`config.mk`:
```
export PLATFORM = sky130hd
export DESIGN_NAME = dmem_arbiter
export DESIGN_NICKNAME = d
export VERILOG_FILES = /design/src/rtl/dmem_arbiter.sv
export SDC_FILE = /design/constraint.sdc
export NUM_CORES = 1
export LEC_CHECK = 0
export ABC_AREA = 1
export CORE_AREA = 5 5 104 106
export CTS_CLUSTER_DIAMETER = 120
export DETAILED_ROUTE_END_ITERATION = 8
export DIE_AREA = 0 0 109 111
export DONT_BUFFER_PORTS = 1
export SLEW_MARGIN = 5
export SYNTH_ARGS = -nofsm -noshare
export SYNTH_HDL_FRONTEND = slang
export SYNTH_SLANG_ARGS = --single-unit
```
`constraint.sdc`:
```
create_clock -name clk -period 1.65 [get_ports clk]
set_input_delay 0.2475 -clock clk [delete_from_list [all_inputs] [get_ports clk]]
set_output_delay 0.2475 -clock clk [all_outputs]
set_load 0.02 [all_outputs]
```
`src/rtl/dmem_arbiter.sv`:
```
// Round-robin arbiter sharing one 32-bit-word data memory between the CPU
// load/store port (0) and the debug loader port (1), with registered responses.
module dmem_arbiter #(
  parameter int DEPTH = 32,
  parameter int AW    = $clog2(DEPTH)
) (
  input  logic          clk,
  input  logic          reset,
  input  logic          p0_req_valid_i,
  output logic          p0_req_ready_o,
  input  logic          p0_req_write_i,
  input  logic [31:0]   p0_req_addr_i,
  input  logic [31:0]   p0_req_wdata_i,
  output logic          p0_rsp_valid_o,
  output logic [31:0]   p0_rsp_rdata_o,
  output logic          p0_rsp_err_o,
  input  logic          p1_req_valid_i,
  output logic          p1_req_ready_o,
  input  logic          p1_req_write_i,
  input  logic [31:0]   p1_req_addr_i,
  input  logic [31:0]   p1_req_wdata_i,
  output logic          p1_rsp_valid_o,
  output logic [31:0]   p1_rsp_rdata_o,
  output logic          p1_rsp_err_o,
  output logic [AW-1:0] mem_addr_o,
  output logic [31:0]   mem_wdata_o,
  output logic          mem_we_o,
  input  logic [31:0]   mem_rdata_i,
  output logic          last_grant_o
);

  logic [1:0]       req_valid;
  logic [1:0]       req_write;
  logic [1:0]       req_ok;
  logic [1:0]       grant;
  logic [1:0][31:0] req_addr;
  logic [1:0][31:0] req_wdata;
  logic             sel;

  logic [1:0]       rsp_valid_q;
  logic [1:0]       rsp_err_q;
  logic [1:0][31:0] rsp_rdata_q;
  logic             last_grant_q;
  logic             last_grant_d;

  assign req_valid = {p1_req_valid_i, p0_req_valid_i};
  assign req_write = {p1_req_write_i, p0_req_write_i};
  assign req_addr  = {p1_req_addr_i,  p0_req_addr_i};
  assign req_wdata = {p1_req_wdata_i, p0_req_wdata_i};

  // A request is in range only if word aligned and inside the DEPTH-word window.
  for (genvar gi = 0; gi < 2; gi++) begin : g_port
    assign req_ok[gi] = (req_addr[gi][1:0] == 2'b00) &&
                        (req_addr[gi][31:AW+2] == '0);
  end

  always_comb begin
    grant = 2'b00;
    if (!reset) begin
      if (req_valid == 2'b11) grant = last_grant_q ? 2'b01 : 2'b10;
      else                    grant = req_valid;
    end
  end

  assign sel          = grant[1];
  assign last_grant_d = (|grant) ? sel : last_grant_q;

  always_comb begin
    mem_addr_o  = '0;
    mem_wdata_o = '0;
    mem_we_o    = 1'b0;
    if (|grant) begin
      mem_addr_o  = req_addr[sel][AW+1:2];
      mem_wdata_o = req_wdata[sel];
      mem_we_o    = req_write[sel] & req_ok[sel];
    end
  end

  always_ff @(posedge clk) begin
    if (reset) begin
      rsp_valid_q  <= '0;
      rsp_err_q    <= '0;
      rsp_rdata_q  <= '0;
      last_grant_q <= 1'b1;
    end else begin
      rsp_valid_q  <= grant;
      last_grant_q <= last_grant_d;
      for (int i = 0; i < 2; i++) begin
        if (grant[i]) begin
          rsp_rdata_q[i] <= (req_ok[i] && !req_write[i]) ? mem_rdata_i : 32'd0;
          rsp_err_q[i]   <= ~req_ok[i];
        end
      end
    end
  end

  assign p0_req_ready_o = grant[0];
  assign p1_req_ready_o = grant[1];

  // Gating with reset drops a response that is due in the cycle reset rises.
  assign p0_rsp_valid_o = rsp_valid_q[0] & ~reset;
  assign p1_rsp_valid_o = rsp_valid_q[1] & ~reset;
  assign p0_rsp_rdata_o = rsp_rdata_q[0];
  assign p1_rsp_rdata_o = rsp_rdata_q[1];
  assign p0_rsp_err_o   = rsp_err_q[0];
  assign p1_rsp_err_o   = rsp_err_q[1];
  assign last_grant_o   = last_grant_q;

endmodule
```
==> reports/results.tsv <==
stage	metric	value	unit
finish	nFillCells	991	
power_and_ir_drop	leakage	1.922	nW
hold_path	hp-class	input pin to flop	
synthesis	syn-mean-instance-area	6.672	um^2
setup_path	critical_path_class	flop to output pin	
setup_path	cp_data_arrival_time	1.57	ns
timing	rsz0062_at_grt	yes	
setup_path	path_cells	nand2_2 -> nand3_4 -> inv_6 -> nor2_4 -> buf_12 -> clkbuf_16 -> a21oi_2 -> buf_6	
clocking	cts_root_buf	clkbuf_8	
global_route	overflow	0	
synthesis	synth_seq_area_share	0.3723	
finish	area_growth_syn_to_layout	22.46	%
finish	multi_input_area	0.002136	mm^2
status	violations	setup timing	
synthesis	synth_top_cell_area_share	0.3723	
timing	setup_viol	38	
timing	tns	-4.654	ns
timing	tightest_slew	0.5837	ns
routing	ant_nets	0	
synthesis	yosys.area.top_type	dfxtp_1	
clocking	path_clk_slew	0.08	ns
synthesis	netlist_instances	556	
floorplanning	die_x	109	um
global_route	antenna_found_initial	3	
status	status	finished with violations	
clocking	cts_tree	yes	
synthesis	synth-xor-area-share	0	
routing	drt_wl_total	13360	um
timing	drv_slew	0	
synthesis	yosys_register_bits	69	
synthesis	yosys_warnings	0	
synthesis	synth_edf_count	0	
routing	first_iter_violations	314	
placement	gp_congestion	0.8149	
routing	num_vias	3651	
global_route	grt_max_degree	60	
global_route	grt_use_total	0.2104	
hold_path	hold_depth	2	
setup_path	worst_path_max_delay_cell	dfxtp_2	
setup_path	cp-start-kind	flop	
setup_path	cp_max_fo	5	
timing	fmax	0.5512	GHz
finish	final_core_util	0.4691	
synthesis	async_flop_share	0	
synthesis	synth_top_family_by_area	simple AND/OR/NAND/NOR gates	
finish	drive_above_1_share	0.1954	
timing	min_period	1.814	ns
synthesis	synth_nets	722	
setup_path	required	1.40	ns
global_route	grt_first_pass_wirelength	19750	um
synthesis	muxShareOfSynthArea	0	
floorplanning	pin_count	275	
routing	vias_per_cell	5.186	
timing	hold_violations	0	
clocking	clockBufferDepth	2	
timing	maxSlewHeadroom	0.6109	
synthesis	synth-adder-area-share	0	
setup_path	worstRegToRegCells	7	
timing	finClkSkew	0.006693	ns
flow_run	drv_cap	0	
placement	portBuffers	0	
power_and_ir_drop	ir_drop	0.4338	mV
clocking	cts_made_buffers	9	
floorplanning	die-area	0.01210	mm^2
clocking	h-tree-depth	3	
floorplanning	placement_rows	36	
synthesis	synth.most_common_cell	nand2_1	
setup_path	cp_slowest_stage_delay	0.34	ns
power_and_ir_drop	powerDensity	866.6	mW/mm^2
routing	wl_per_cell	18.97	um
placement	hpwl	9666	um
synthesis	synth_area	0.003710	mm^2
power_and_ir_drop	p_total	3.937	mW
synthesis	yosys.area_share.simple	0.3811	
synthesis	ys_types	24	
synthesis	synth_common_cells	nand2_1, dfxtp_1, nor2_1	
finish	final-seq-area	0.001383	mm^2
global_route	grt_pass1_vias	3558	
floorplanning	initial_core_util	0.3831	
routing	drt_pass1_iterations	6	
finish	nets	729	
clocking	clock_latency	0.35	ns
floorplanning	dieHeight	111	um
clocking	cts_sinks	69	
timing	setup_slack	-0.1642	ns
routing	route.detailed.drc	0	
synthesis	ys.flop_type	dfxtp_1	
synthesis	synth_compound_area_frac	0.1288	
setup_path	worst_setup_path_end_kind	output pin	
synthesis	netlist_top_cells_area	dfxtp_1, nand2_1, nand3_1, a21oi_2, nor2_1	
floorplanning	coreArea	0.009684	mm^2
timing	min_period_over_period	1.099	
## where the power goes
group / switching, mW / internal [mW] / total, mW
Clock: 0.686 / 0.903 / 1.59
Sequential: 0.0121 / 1.67 / 1.69
Combinational: 0.432 / 0.231 / 0.663
Total: 1.13 / 2.81 / 3.94
## state kept, by name, summed over array words and instances, names as in the netlist
| register | count |
|---|---|
| p0_rsp_rdata_o | 32 |
| p1_rsp_rdata_o | 32 |
| rsp_err_q | 2 |
| rsp_valid_q | 2 |
| last_grant_o | 1 |
## cell type report
| type | instances | share of cell area |
|---|---|---|
| Antenna cell | 3 | 0.001652 |
| Clock buffer | 10 | 0.03029 |
| Clock inverter | 6 | 0.02066 |
| Inverter | 52 | 0.04517 |
| Multi-Input combinational cell | 398 | 0.4701 |
| Sequential cell | 69 | 0.3043 |
| Tap cell | 133 | 0.03663 |
| Timing Repair Buffer | 33 | 0.09116 |
## stage by stage
step	cell area [um^2]	hold WS [ns]	setup slack, ns	instances
after floorplan	3712	0.3479	0.0004126	556
after global placement	3875	0.3201	0.1705	677
after detailed placement	3875	0.3221	0.1228	677
after CTS	4467	0.01124	-0.1659	701
after global routing	4543	0.01019	-0.2590	704
final	4543	0.02766	-0.1642	704
## cell families (layout without fill, tap and decap cells)
kind of cell           Yosys count  in the layout
and+or+nand+nor                325            325
buffers and inverters           89            101
DFF                             69             69
other                            0              3
AOI/OAI and AO/OA               73             73
## placed cells by master (no fill, tap or decap)
cell type	n
buf_12	8
nor2_1	59
dfxtp_1	68
a21oi_4	26
nor2_4	2
a21oi_2	11
buf_6	7
diode_2	3
nand3_1	54
nand3_2	10
dlygate4sd3_1	1
buf_4	15
nand4_1	3
o21ai_0	1
nor3_1	2
inv_2	1
inv_4	2
clkinv_4	2
a21oi_1	35
buf_16	1
nand2_1	185
dfxtp_2	1
nor2_8	1
inv_1	47
clkbuf_16	1
clkbuf_8	10
nor2_2	2
clkinv_1	1
nand3_4	2
or2_0	1
nand2_2	4
bufinv_16	2
inv_6	2
clkinvlp_4	1
## routing by layer
metal	routed length, um	vias to the layer above	GRT usage
li1	-	1755	-
met1	4958	1702	0.2346
met2	6920	180	0.3645
met3	1252	14	0.06581
met4	225	0	0.08502
met5	0	-	0
## worst max-delay path, delay by kind of cell (launching register included)
family	cells	cell delay [ns]
compound gates	1	0.12
buf+inv	4	0.52
flops	1	0.34
simple gates	3	0.23
## repair_timing
item,4_1_cts,5_1_grt
cloned,3,1
endpoints found under the setup margin,38,38
gates resized for setup,39,17
hold endpoints to repair,33,0
pin swaps,3,4
hold buffers,2,0
buffers inserted,3,1
## final timing paths
check / slack, ns / from / to
worst max-delay path: -0.16 / last_grant_o / mem_wdata_o[24]
worst min-delay path: 0.03 / mem_rdata_i[13] / p1_rsp_rdata_o[13]
worst max register to register: 0.21 / last_grant_o / p0_rsp_rdata_o[15]
worst min register to register: 0.54 / last_grant_o / last_grant_o
Power figures use the tool's default switching activity.
